==> config.mk <==
export PLATFORM = sky130hd
export DESIGN_NAME = mem_stage
export DESIGN_NICKNAME = d
export VERILOG_FILES = /design/src/rtl/mem_stage_pkg.sv /design/src/rtl/mem_wait_fsm.sv /design/src/rtl/mem_stage.sv
export SDC_FILE = /design/constraint.sdc
export NUM_CORES = 1
export LEC_CHECK = 0
export ABC_AREA = 1
export ABC_CLOCK_PERIOD_IN_PS = 5200
export CAP_MARGIN = 20
export CELL_PAD_IN_SITES_DETAIL_PLACEMENT = 0
export CELL_PAD_IN_SITES_GLOBAL_PLACEMENT = 2
export CORE_AREA = 4 4 145 175
export DETAILED_ROUTE_END_ITERATION = 10
export DIE_AREA = 0 0 149 179
export PLACE_DENSITY = 0.88
export SYNTH_ARGS = -nofsm -noshare
export SYNTH_HDL_FRONTEND = slang
export SYNTH_HIERARCHICAL = 1
export SYNTH_SLANG_ARGS = --single-unit
export TNS_END_PERCENT = 5
==> constraint.sdc <==
create_clock -name clk -period 5.2 [get_ports clk]
set_input_delay 1.04 -clock clk [delete_from_list [all_inputs] [get_ports clk]]
set_output_delay 1.04 -clock clk [all_outputs]
set_load 0.01 [all_outputs]
==> src/rtl/mem_stage_pkg.sv <==
// Shared widths, default timeout and wait-FSM state encoding for the MEM stage.
package mem_stage_pkg;

    localparam int WORD_LEN        = 32;
    localparam int REG_ADDR_LEN    = 5;
    localparam int DEFAULT_TIMEOUT = 16;

    typedef enum logic {
        MEM_IDLE = 1'b0,
        MEM_WAIT = 1'b1
    } mem_state_e;

endpackage

==> src/rtl/mem_wait_fsm.sv <==
// Tracks one outstanding data-memory request and reports completion or bus timeout.
module mem_wait_fsm
    import mem_stage_pkg::*;
#(
    parameter int TIMEOUT = DEFAULT_TIMEOUT
) (
    input  logic clk,
    input  logic rst,
    input  logic dmem_req,
    input  logic dmem_ready,
    output logic done,
    output logic timeout_hit
);

    localparam int             CNT_W = $clog2(TIMEOUT);
    localparam logic [CNT_W-1:0] CNT_ONE  = CNT_W'(1);
    localparam logic [CNT_W-1:0] CNT_LAST = CNT_W'(TIMEOUT - 1);

    mem_state_e       r_state, w_state_next;
    logic [CNT_W-1:0] r_cnt,   w_cnt_next;

    // NOTE: sequential state uses non-blocking assignments and an async reset in the sensitivity list.
    always_ff @(posedge clk or posedge rst) begin
        if (rst) begin
            r_state <= MEM_IDLE;
            r_cnt   <= '0;
        end else begin
            r_state <= w_state_next;
            r_cnt   <= w_cnt_next;
        end
    end

    // NOTE: every always_comb output gets a default first so no latch is inferred.
    always_comb begin
        w_state_next = r_state;
        w_cnt_next   = r_cnt;
        timeout_hit  = 1'b0;
        case (r_state)
            MEM_IDLE: begin
                if (dmem_req && !dmem_ready) begin
                    w_state_next = MEM_WAIT;
                    w_cnt_next   = CNT_ONE;
                end
            end
            MEM_WAIT: begin
                // A ready in the last allowed cycle wins over the timeout.
                if (dmem_ready) begin
                    w_state_next = MEM_IDLE;
                    w_cnt_next   = '0;
                end else if (r_cnt == CNT_LAST) begin
                    w_state_next = MEM_IDLE;
                    w_cnt_next   = '0;
                    timeout_hit  = 1'b1;
                end else begin
                    w_cnt_next   = r_cnt + CNT_ONE;
                end
            end
            default: begin
                w_state_next = MEM_IDLE;
                w_cnt_next   = '0;
            end
        endcase
    end

    assign done = ~dmem_req | dmem_ready | timeout_hit;

endmodule

==> src/rtl/mem_stage.sv <==
// MEM pipeline stage: EXE/MEM register, data-memory handshake, MEM/WB register and stall.
module mem_stage
    import mem_stage_pkg::*;
#(
    parameter int WORD_LEN     = mem_stage_pkg::WORD_LEN,
    parameter int REG_ADDR_LEN = mem_stage_pkg::REG_ADDR_LEN,
    parameter int TIMEOUT      = mem_stage_pkg::DEFAULT_TIMEOUT
) (
    input  logic                    clk,
    input  logic                    rst,
    input  logic                    exe_valid,
    input  logic                    exe_mem_read,
    input  logic                    exe_mem_write,
    input  logic                    exe_wb_en,
    input  logic [REG_ADDR_LEN-1:0] exe_dest,
    input  logic [WORD_LEN-1:0]     ALU_Result,
    input  logic [WORD_LEN-1:0]     Store_Value,
    output logic                    stall,
    output logic [WORD_LEN-1:0]     ALU_Result_MEM,
    output logic [WORD_LEN-1:0]     Result_WB,
    output logic                    wb_valid,
    output logic                    wb_en,
    output logic [REG_ADDR_LEN-1:0] wb_dest,
    output logic                    exc_misalign,
    output logic                    exc_buserr,
    output logic                    dmem_req,
    output logic                    dmem_we,
    output logic [WORD_LEN-1:0]     dmem_addr,
    output logic [WORD_LEN-1:0]     dmem_wdata,
    input  logic [WORD_LEN-1:0]     dmem_rdata,
    input  logic                    dmem_ready
);

    logic                    r_m_valid, r_m_mem_read, r_m_mem_write, r_m_wb_en;
    logic [REG_ADDR_LEN-1:0] r_m_dest;
    logic [WORD_LEN-1:0]     r_alu_result, r_store_value;

    logic                    r_wb_valid, r_wb_en, r_exc_misalign, r_exc_buserr;
    logic [REG_ADDR_LEN-1:0] r_wb_dest;
    logic [WORD_LEN-1:0]     r_result_wb;

    logic w_mem_op, w_misalign, w_req, w_done, w_timeout_hit;

    assign w_mem_op   = r_m_valid & (r_m_mem_read | r_m_mem_write);
    assign w_misalign = w_mem_op & (r_alu_result[1:0] != 2'b00);
    assign w_req      = w_mem_op & ~w_misalign;

    mem_wait_fsm #(
        .TIMEOUT (TIMEOUT)
    ) u_wait_fsm (
        .clk         (clk),
        .rst         (rst),
        .dmem_req    (w_req),
        .dmem_ready  (dmem_ready),
        .done        (w_done),
        .timeout_hit (w_timeout_hit)
    );

    always_ff @(posedge clk or posedge rst) begin
        if (rst) begin
            r_m_valid     <= 1'b0;
            r_m_mem_read  <= 1'b0;
            r_m_mem_write <= 1'b0;
            r_m_wb_en     <= 1'b0;
            r_m_dest      <= '0;
            r_alu_result  <= '0;
            r_store_value <= '0;
        end else if (!stall) begin
            r_m_valid     <= exe_valid;
            r_m_mem_read  <= exe_mem_read;
            r_m_mem_write <= exe_mem_write;
            r_m_wb_en     <= exe_wb_en;
            r_m_dest      <= exe_dest;
            r_alu_result  <= ALU_Result;
            r_store_value <= Store_Value;
        end
    end

    // While an access is outstanding WB sees bubbles; Result_WB keeps its last value.
    always_ff @(posedge clk or posedge rst) begin
        if (rst) begin
            r_wb_valid     <= 1'b0;
            r_wb_en        <= 1'b0;
            r_wb_dest      <= '0;
            r_exc_misalign <= 1'b0;
            r_exc_buserr   <= 1'b0;
            r_result_wb    <= '0;
        end else if (w_done) begin
            r_wb_valid     <= r_m_valid;
            r_wb_en        <= r_m_valid & r_m_wb_en & ~w_misalign & ~w_timeout_hit;
            r_wb_dest      <= r_m_dest;
            r_exc_misalign <= w_misalign;
            r_exc_buserr   <= w_timeout_hit;
            r_result_wb    <= (r_m_mem_read & dmem_ready) ? dmem_rdata : r_alu_result;
        end else begin
            r_wb_valid     <= 1'b0;
            r_wb_en        <= 1'b0;
            r_exc_misalign <= 1'b0;
            r_exc_buserr   <= 1'b0;
        end
    end

    assign stall          = w_req & ~w_done;
    assign dmem_req       = w_req;
    assign dmem_we        = w_req & r_m_mem_write;
    assign dmem_addr      = {r_alu_result[WORD_LEN-1:2], 2'b00};
    assign dmem_wdata     = r_store_value;
    assign ALU_Result_MEM = r_alu_result;
    assign Result_WB      = r_result_wb;
    assign wb_valid       = r_wb_valid;
    assign wb_en          = r_wb_en;
    assign wb_dest        = r_wb_dest;
    assign exc_misalign   = r_exc_misalign;
    assign exc_buserr     = r_exc_buserr;

endmodule

# Yosys cells after proc, flatten, opt, wreduce, memory -nomap -nowiden
# Cells that the tools add are included.
# op_classes
muxes	16
n_bitwise	17
n_eq_ne	2
n_reduce_logical	3
n_addsub	1
# ops
operator	count
$mux W32	1
$mux W4	3
$mux W1	10
$and A1 B1 Y1	9
$pmux W4 S2	1
$not A1 Y1	5
$add A4 B1 Y4 const B	1
$eq A4 B4 Y1 const B	1
$or A1 B1 Y1	3
$ne A2 B1 Y1 const B	1
$pmux W1 S2	1
$reduce_bool A2 Y1	1
$logic_and A1 B1 Y1	1
$logic_not A1 Y1	1
# word_totals
output_inout_bits	140
ff_bits	119
wordCells	54
input_bits	108

# Longest topological paths before layout
# Gate-level depths: netlist of the first run.
# depth
word_depth	10
mapped_depth	13
ltp_nobuf	11

# Hierarchy
# The synthesis of the first run kept the hierarchy.
# by_module_without_submodules
mod	area_each_um2	n_inst	seq_area_each_um2	cells_each
mem_stage	5064.9	1	2852.7	573
mem_wait_fsm	286.5	1	125.1	36

# Least setup slack after synthesis of the first run
# OpenSTA, ideal clock, no wires.
# synth_timing
path_kind	reg2out
from	register r_alu_result[0] (netlist: ALU_Result_MEM[0])
to	output port stall
setup_slack_ps	2294
path_buffers	2
arrival_ps	1866
t_required_ps	4160
path_stages_with_launch	12
cell_sequence	dfrtp_1 -> nor2_2 -> buf_2 -> buf_2 -> nand2_1 -> inv_1 -> inv_1 -> nor2_2 -> o21ai_1 -> inv_2 -> nand4_2 -> inv_1
# synth_via
elab_chain_cells	9
# synth_rtl
element	line	text
start: declaration	mem_stage.sv:36	logic [WORD_LEN-1:0] r_alu_result, r_store_value;
start signal: assignment	mem_stage.sv:74	r_alu_result <= ALU_Result;
$reduce_bool A2 Y1	mem_stage.sv:45	assign w_misalign = w_mem_op & (r_alu_result[1:0] != 2'b00);
$and A1 B1 Y1	mem_stage.sv:45	
$not A1 Y1	mem_stage.sv:46	assign w_req = w_mem_op & ~w_misalign;
$and A1 B1 Y1	mem_stage.sv:46	
net dmem_req	mem_stage.sv:26	output logic dmem_req,
$not A1 Y1	mem_wait_fsm.sv:65	assign done = ~dmem_req | dmem_ready | timeout_hit;
$or A1 B1 Y1 (2 in series)	mem_wait_fsm.sv:65	
net w_done	mem_stage.sv:42	logic w_mem_op, w_misalign, w_req, w_done, w_timeout_hit;
$not A1 Y1	mem_stage.sv:103	assign stall = w_req & ~w_done;
$and A1 B1 Y1	mem_stage.sv:103	
end: declaration	mem_stage.sv:18	output logic stall,
# The timed path passes the listed nets, and every way through them passes these cells.

# Final worst setup path of the first run
# layout_timing
from	input port dmem_ready
to	output port stall
# layout_via
elab_chain_cells	5
elab_cells_between_ends	6
cone_classes	mux: 2; bitwise: 4
# layout_rtl
element	line	text
start: declaration	mem_stage.sv:31	input logic dmem_ready
$mux W1	mem_wait_fsm.sv:47	if (dmem_ready) begin
$mux W1	mem_wait_fsm.sv:38	case (r_state)
$or A1 B1 Y1 *	mem_wait_fsm.sv:65	
net w_done	mem_stage.sv:42	
$not A1 Y1 *	mem_stage.sv:103	
$and A1 B1 Y1 *	mem_stage.sv:103	
# The timed path passes the listed nets; every way through them passes the cells marked *.

==> flow_summary.toml, run 1 <==
[outcome]
outcome = "complete, no violations"

[sta]
worstMarginPinSlew_ns = 0.973
hold_viol = 0
clock.fmax_mhz = 246
relSlewSlack = 0.352
layout_min_cycle_time_ns = 4.07
final-max-slew-violation-count = 0
setup_viol = 0
post-route-period-util = 0.783
setup-tns-final_ns = 0
finalClockSkew_ns = 0.00936
rsz0062_at_grt = "no"

[logic_synthesis]
synth_edf_count = 0
synthArstFlopShare = 1.00
ys_seq_area_frac = 0.556
yosysUniqueCellTypes = 27
syn_inst = 609
yosysWarnings = 6
syn_area_per_cell_um2 = 8.79
syn_area_um2 = 5350
ys_seq_elements = 119
synth.area.top_cells = "dfrtp_1 56%, nand2_1 14%, nand4_1 8.3%"
netlist.top_cell.by_area = "dfrtp_1"
synth.top_cell.area_share = 0.556
ys.flop_type = "dfrtp_1"

[floorplanning]
initial_core_util = 0.225
fp.dieH_um = 179
die_w_um = 149
rows = 62
dieArea_um2 = 26700
io_pins = 248
core_um2 = 23700

[detailed_routing]
via_count = 4952
avgViaCountPerCell = 4.35
finalWirelength_mm = 19.1
dr.first_iter.drc_count = 180
route.detailed.wl_per_inst_um = 16.8
first_pass_iters = 4
drcViolationCount = 0
ant_nets = 0

[final_layout]
utilization = 0.352
drive_above_1_share = 0.0635
layout_common_cells = "245 x clkdlybuf4s50_1, 204 x nand2_1, 119 x dfrtp_1"
fillers = 2481
diodes = 0
areaGrowthSynthToFinish_pct = 56.2
final_common_cell = "clkdlybuf4s50_1"
nets = 916

[critical_path]
cp.required_ns = 4.16
critPathLaunchType = "primary input"
cpMostUsedCell = "clkdlybuf4s50_1"
cp_top_family = "buffers and inverters"
path_cells = "clkdlybuf4s50_1, nor2_2, o21ai_4, inv_4, nand4_4, inv_1, clkdlybuf4s50_1"
critPathBufInv = 4
critPathArrivalTime_ns = 3.03
path_class = "in -> out"
slowest_stage = "clkdlybuf4s50_1"
critical_path.max_fanout = 29
critical-path-max-stage-delay_ns = 0.59
end_kind = "output port"

[power]
sequentialPowerShare = 0.408
p_switching_uw = 666
swShare = 0.260
clockPowerShare = 0.433
p_leak_uw = 0.00367
intPower_uw = 1890
combPwrFrac = 0.159
powerDensity_nw_per_um2 = 306
ir_drop_mv = 0.206

[cts]
cts_sinks = 119
clk_pin_slew_worst_paths_ns = 0.06
cts_tree = "yes"
cts_buffer_depth = 2
h-tree-depth = 4
cts_buffers = 17
postCtsHoldBufs = 0
cts_resized = 0
clk_latency_ns = 0.41
postCtsSetupRepairBufs = 0
cts-root-buf = "clkbuf_16"

[grt]
grt_pass1_wl_mm = 29.6
antenna_found_initial = 1
grt_pass1_vias = 5107
grtUsageTotal = 0.143
overflow = 0
grt_max_degree = 82

[run]
maxCapViolations = 0

[placed_design]
gp_congestion = 0.729
post-dp-hpwl_mm = 12.3
io_buffers = 245

[worst_hold_path]
hp-class = "reg -> reg"
cell families after synthesis:
logic type / Yosys count / share of synthesized area
and+or+nand+nor: 325 / 0.271
DFF: 119 / 0.556
buffers and inverters: 94 / 0.104
AOI/OAI and AO/OA: 68 / 0.0643
xor gates and xnor gates: 1 / 0.00164
adders and majority gates: 1 / 0.00234
other: 1 / 0.000701
sequential cells by signal, indices dropped and copies added, names as in the netlist:
register / count
wb_en: 1
r_m_mem_write: 1
r_m_valid: 1
u_wait_fsm/r_state: 1
Result_WB: 32
u_wait_fsm/r_cnt: 4
exc_buserr: 1
dmem_wdata: 32
exc_misalign: 1
wb_valid: 1
r_m_mem_read: 1
wb_dest: 5
ALU_Result_MEM: 32
r_m_wb_en: 1
r_m_dest: 5
path summary, 6_finish.rpt:
| path | startpoint | endpoint | slack (ns) | cells after the start |
|---|---|---|---|---|
| max in group asynchronous | rst | Result_WB[5] | 3.14 | 3 |
| worst max register to register | r_m_valid | dmem_wdata[29] | 2.57 | 11 |
| worst max-delay path | dmem_ready | stall | 1.13 | 7 |
| worst min-delay path | wb_dest[1] | wb_dest[1] | 0.48 | 2 |
| worst min register to register | wb_dest[1] | wb_dest[1] | 0.48 | 2 |
| min in group asynchronous | rst | u_wait_fsm/r_cnt[3] | 0.93 | 2 |
power groups by stage:
stage	Sequential, uW	Clock, uW	Combinational, uW
after floorplan	1080	0	148
after global placement	1060	0	415
after detailed placement	1060	0	415
after CTS	1040	1140	416
after global routing	1050	1180	448
final	1040	1110	407
tightest hold or removal path, stage by stage (launching register included):
cell and delay, ns:
dfrtp_1 0.34, nand2_1 0.05, nand2_1 0.05
metal layers:
| metal | global-route usage | vias up | part of all wire |
|---|---|---|---|
| met5 | 0 | - | 0.00068 |
| met4 | 0.0412 | 2 | 0.014 |
| met2 | 0.243 | 178 | 0.50 |
| met3 | 0.0498 | 16 | 0.077 |
| li1 | - | 2373 | - |
| met1 | 0.173 | 2383 | 0.41 |
through the flow:
| step | hold slack (ns) | cells | worst slack [ns] | instance area, um^2 | total power, uW |
|---|---|---|---|---|---|
| final | 0.476 | 1139 | 1.13 | 8360 | 2560 |
| after global routing | 0.506 | 1139 | 0.949 | 8360 | 2680 |
| after CTS | 0.479 | 1139 | 1.10 | 8360 | 2600 |
| after detailed placement | 0.465 | 1108 | 1.11 | 7820 | 1470 |
| after global placement | 0.458 | 1108 | 1.11 | 7820 | 1470 |
| after floorplan | 0.449 | 610 | 1.14 | 5360 | 1220 |
cells in the mapped netlist, types with 2 or more instances:
library cell  count
inv_1            13
nor2_4            2
nor2_1           39
buf_4            33
nand4_1          71
nor2_2            2
dfrtp_1         119
buf_6             6
a21oi_1          64
o21ai_1           2
inv_2             6
buf_1             4
clkbuf_1          6
buf_2            26
nand2_1         204
layout make-up:
class | instances | area [um^2] | area share
well taps | 320 | 400 | 0.0479
inverters | 19 | 76.3 | 0.00913
flip-flops and latches | 119 | 2980 | 0.356
repair buffers | 253 | 2510 | 0.301
clock buffers | 23 | 468 | 0.0560
multi-input cells | 397 | 1850 | 0.221
clock inverters | 8 | 75.1 | 0.00898
Note: power is estimated with default switching activity, not from simulation.
==> run 2: changes to the inputs <==
ABC_CLOCK_PERIOD_IN_PS = 3600   (was 5200)
CORE_AREA = 4 4 151 182   (was 4 4 145 175)
DIE_AREA = 0 0 155 186   (was 0 0 149 179)
PLACE_DENSITY = 0.86   (was 0.88)
clock period = 3.6 ns   (was 5.2 ns; I/O delays follow)
==> flow_summary.toml, run 2 (synthesis results as in run 1) <==
[critical_path]
rr_worst_depth = 12
end_kind = "output port"
critPathBufInv = 4
cp_top_family = "buffers and inverters"
critPathLaunchType = "primary input"
cp.required_ns = 2.88
path_class = "in -> out"
critical-path-max-stage-delay_ns = 0.60
critPathArrivalTime_ns = 2.51
critical_path.max_fanout = 4
path_cells = "clkdlybuf4s50_1, nor2_2, o21ai_4, inv_4, nand4_4, inv_1, clkdlybuf4s50_1"
r2r_end = "ALU_Result_MEM[7]"
worstReg2RegStart = "r_m_mem_read"
slowest_stage = "clkdlybuf4s50_1"
rrSetupSlack_ns = 1.44
cpMostUsedCell = "clkdlybuf4s50_1"

[power]
ir_drop_mv = 0.290
powerDensity_nw_per_um2 = 474
p_leak_uw = 0.00373
finalPower_uw = 4030

[worst_hold_path]
hold_depth = 2
min_to = "wb_dest[1]"
hp-class = "reg -> reg"
hold_start = "wb_dest[1]"

[floorplanning]
io_pins = 248
die_w_um = 155
core_um2 = 25500
fp.dieH_um = 186
initial_core_util = 0.209
rows = 64
dieArea_um2 = 28800

[final_layout]
fillers = 2644
areaGrowthSynthToFinish_pct = 59.2
diodes = 0
layout_common_cells = "245 x clkdlybuf4s50_1, 203 x nand2_1, 119 x dfrtp_1"
finalInstanceArea_um2 = 8520
drive_above_1_share = 0.0706
nets = 917
final_common_cell = "clkdlybuf4s50_1"

[cts]
cts_buffer_depth = 2
cts_sinks = 119
cts_resized = 0
cts_buffers = 17
h-tree-depth = 4
cts_tree = "yes"
clk_pin_slew_worst_paths_ns = 0.06
clk_latency_ns = 0.41
cts-root-buf = "clkbuf_16"
postCtsSetupRepairBufs = 0
postCtsHoldBufs = 0

[sta]
setup-tns-final_ns = 0
post-route-period-util = 0.898
layout_setup_ws_ns = 0.367
worstMarginPinSlew_ns = 0.868
finalClockSkew_ns = 0.00920
timing.hold.ws_ns = 0.474
relSlewSlack = 0.421
final-max-slew-violation-count = 0
layout_min_cycle_time_ns = 3.23
setup_viol = 0
clock.fmax_mhz = 309
rsz0062_at_grt = "no"
hold_viol = 0

[detailed_routing]
first_pass_iters = 4
route.detailed.wl_per_inst_um = 17.0
via_count = 4858
drcViolationCount = 0
dr.first_iter.drc_count = 274
ant_nets = 0
finalWirelength_mm = 19.6
avgViaCountPerCell = 4.22

[placed_design]
gp_congestion = 0.726
post-dp-hpwl_mm = 12.7
io_buffers = 245
placed_area_um2 = 7850
place_ws_ns = 0.351

[grt]
grtUsageTotal = 0.135
overflow = 0
grt_pass1_vias = 5065
grt_pass1_wl_mm = 30.3
grt_max_degree = 73
antenna_found_initial = 1

[outcome]
outcome = "complete, no violations"

[run]
maxCapViolations = 0
==> run 2: per-stage QoR <==
| step | std cells | util |
|---|---|---|
| finish | 1151 | 0.333 |
| global route | 1151 | 0.333 |
| CTS | 1151 | 0.333 |
| detailed placement | 1119 | 0.307 |
| global placement | 1119 | 0.307 |
| floorplan | 610 | - |
==> run 2: worst max path at each step <==
stage | start | to | cells after the start
after floorplan | ALU_Result_MEM[0] | stall | 11
after global placement | dmem_ready | stall | 7
after detailed placement | dmem_ready | stall | 7
after CTS | dmem_ready | stall | 7
after global routing | dmem_ready | stall | 7
final | dmem_ready | stall | 7
==> run 2: power by group <==
group	leakage (uW)	switching [uW]	internal [uW]	total [uW]
clock	0.000315	651	1290	1940
combinational	0.00201	264	327	590
sequential	0.00141	75.1	1430	1510
==> run 2: metal layers <==
layer  part of all wire  vias to the layer above  global-route usage  wire length [um]
met5            0.00066                        -                   0                13
li1                   -                     2376                   -                 -
met3              0.068                       16              0.0421              1340
met4              0.013                        2              0.0431               264
met1               0.43                     2301               0.168              8320
met2               0.49                      163               0.224              9620
==> run 2: worst min-delay path, stage by stage (launching register included) <==
cell and delay [ns]:
dfrtp_1 0.34, nand2_1 0.05, nand2_1 0.05
==> run 2: layout make-up <==
cell class	instances	area (um^2)	area share
Clock inverter	11	195	0.0229
Tap cell	330	413	0.0485
Timing Repair Buffer	254	2530	0.297
Inverter	19	77.6	0.00911
Multi-Input combinational cell	397	1850	0.217
Clock buffer	21	470	0.0552
Sequential cell	119	2980	0.350
==> run 3: changes to the inputs <==
REMOVE_ABC_BUFFERS = 1   (was default)
SETUP_SLACK_MARGIN = 0.5   (was default)
==> flow_summary.toml, run 3 (synthesis results as in run 1) <==
[critical_path]
r2r_end = "ALU_Result_MEM[14]"
cp.required_ns = 2.88
crit_path_end = "stall"
end_kind = "output port"
critPathLaunchType = "flip-flop"
path_class = "reg -> out"
rrSetupSlack_ns = 0.97
critPathLaunch = "r_m_valid"
critical_path.max_fanout = 4
rr_worst_depth = 12
critPathArrivalTime_ns = 2.05
worstReg2RegStart = "r_m_valid"

[sta]
relSlewSlack = 0.428
worstMarginPinSlew_ns = 0.857
finalClockSkew_ns = 0.00640
clock.fmax_mhz = 361
final-max-slew-violation-count = 0
setup_viol = 0
rsz0062_at_grt = "no"
post-route-period-util = 0.770
layout_min_cycle_time_ns = 2.77
hold_viol = 0

[floorplanning]
io_pins = 248
rows = 64
dieArea_um2 = 28800
initial_core_util = 0.209
die_w_um = 155
core_um2 = 25500
fp.dieH_um = 186

[detailed_routing]
avgViaCountPerCell = 4.26
ant_nets = 0
finalWirelength_mm = 19.0
first_pass_iters = 4
drcViolationCount = 0
dr.first_iter.drc_count = 249
route.detailed.wl_per_inst_um = 16.5
via_count = 4907

[final_layout]
nets = 919
areaGrowthSynthToFinish_pct = 58.9
diodes = 0
finalInstanceArea_um2 = 8510
final_common_cell = "clkdlybuf4s50_1"
fin_cells = 1152
drive_above_1_share = 0.0681
layout_common_cells = "243 x clkdlybuf4s50_1, 203 x nand2_1, 119 x dfrtp_1"

[cts]
cts_tree = "yes"
cts_buffer_depth = 2
cts_buffers = 17
postCtsHoldBufs = 0
cts-root-buf = "clkbuf_16"
h-tree-depth = 4
clk_pin_slew_worst_paths_ns = 0.05
cts_sinks = 119
clk_latency_ns = 0.40

[placed_design]
dp_cells = 1121
io_buffers = 245
placed_area_um2 = 7870
gp_congestion = 0.752
post-dp-hpwl_mm = 12.7

[grt]
antenna_found_initial = 0
grt_max_degree = 73
grtUsageTotal = 0.130
overflow = 0
grt_pass1_vias = 5098
grt_pass1_wl_mm = 29.4

[run]
maxCapViolations = 0

[power]
p_leak_uw = 0.00374
ir_drop_mv = 0.286
powerDensity_nw_per_um2 = 468

[outcome]
outcome = "complete, no violations"

[worst_hold_path]
hp-class = "reg -> reg"
## run 3: final cells by class
class	instances	area, um^2
Fill cell	2657	17000
Sequential cell	119	2980
Timing Repair Buffer	256	2540
Multi-Input combinational cell	397	1860
Clock buffer	23	468
Tap cell	330	413
Clock inverter	8	170
Inverter	19	76.3
## run 3: how the worst min path moves through the flow
stage / from / end / slack [ns] / cells past startpoint
final: r_m_dest[3] / wb_dest[3] / 0.47 / 2
after global placement: wb_dest[1] / wb_dest[1] / 0.46 / 2
after CTS: wb_dest[1] / wb_dest[1] / 0.47 / 2
after floorplan: r_m_dest[0] / wb_dest[0] / 0.45 / 2
after global routing: wb_dest[0] / wb_dest[0] / 0.50 / 2
after detailed placement: wb_dest[1] / wb_dest[1] / 0.46 / 2
## run 3: stage by stage
stage	setup TNS [ns]	setup slack (ns)	total power (uW)	util	hold slack (ns)
floorplan	-208.83	-2.89	1720	-	0.449
global placement	0	0.447	2130	0.308	0.456
detailed placement	0	0.396	2130	0.308	0.460
CTS	0	0.762	4050	0.333	0.472
global route	0	0.614	4160	0.333	0.498
finish	0	0.826	3980	0.333	0.471
## run 3: metal layers
metal | up-vias | track usage | routed length, um | share of wire
li1 | 2388 | - | - | -
met1 | 2338 | 0.171 | 8320 | 0.44
met2 | 167 | 0.210 | 9190 | 0.48
met3 | 14 | 0.0400 | 1330 | 0.070
met4 | 0 | 0.0346 | 204 | 0.011
met5 | - | 0 | 0 | 0
## run 3: what timing repair did
item,in CTS,in global routing
gates resized for setup,3,0
setup endpoints to repair,1,0
setup buffers,0,0
hold endpoints to repair,0,0
## run 3: critical path, cell delays in order, from the launching register on
cell           delay (ns)
dfrtp_1              0.44
inv_2                0.08
nor2_4               0.11
nand2_1              0.07
inv_1                0.08
inv_1                0.06
nor2_4               0.13
o21ai_4              0.09
inv_4                0.06
nand4_4              0.11
inv_1                0.12
dlygate4sd2_1        0.29
## run 3: report_power, final
part           internal, uW  switching (uW)  leakage [uW]
Sequential             1430            74.4       0.00141
Combinational           327             265       0.00203
Clock                  1260             617      0.000303
Total                  3020             956       0.00374
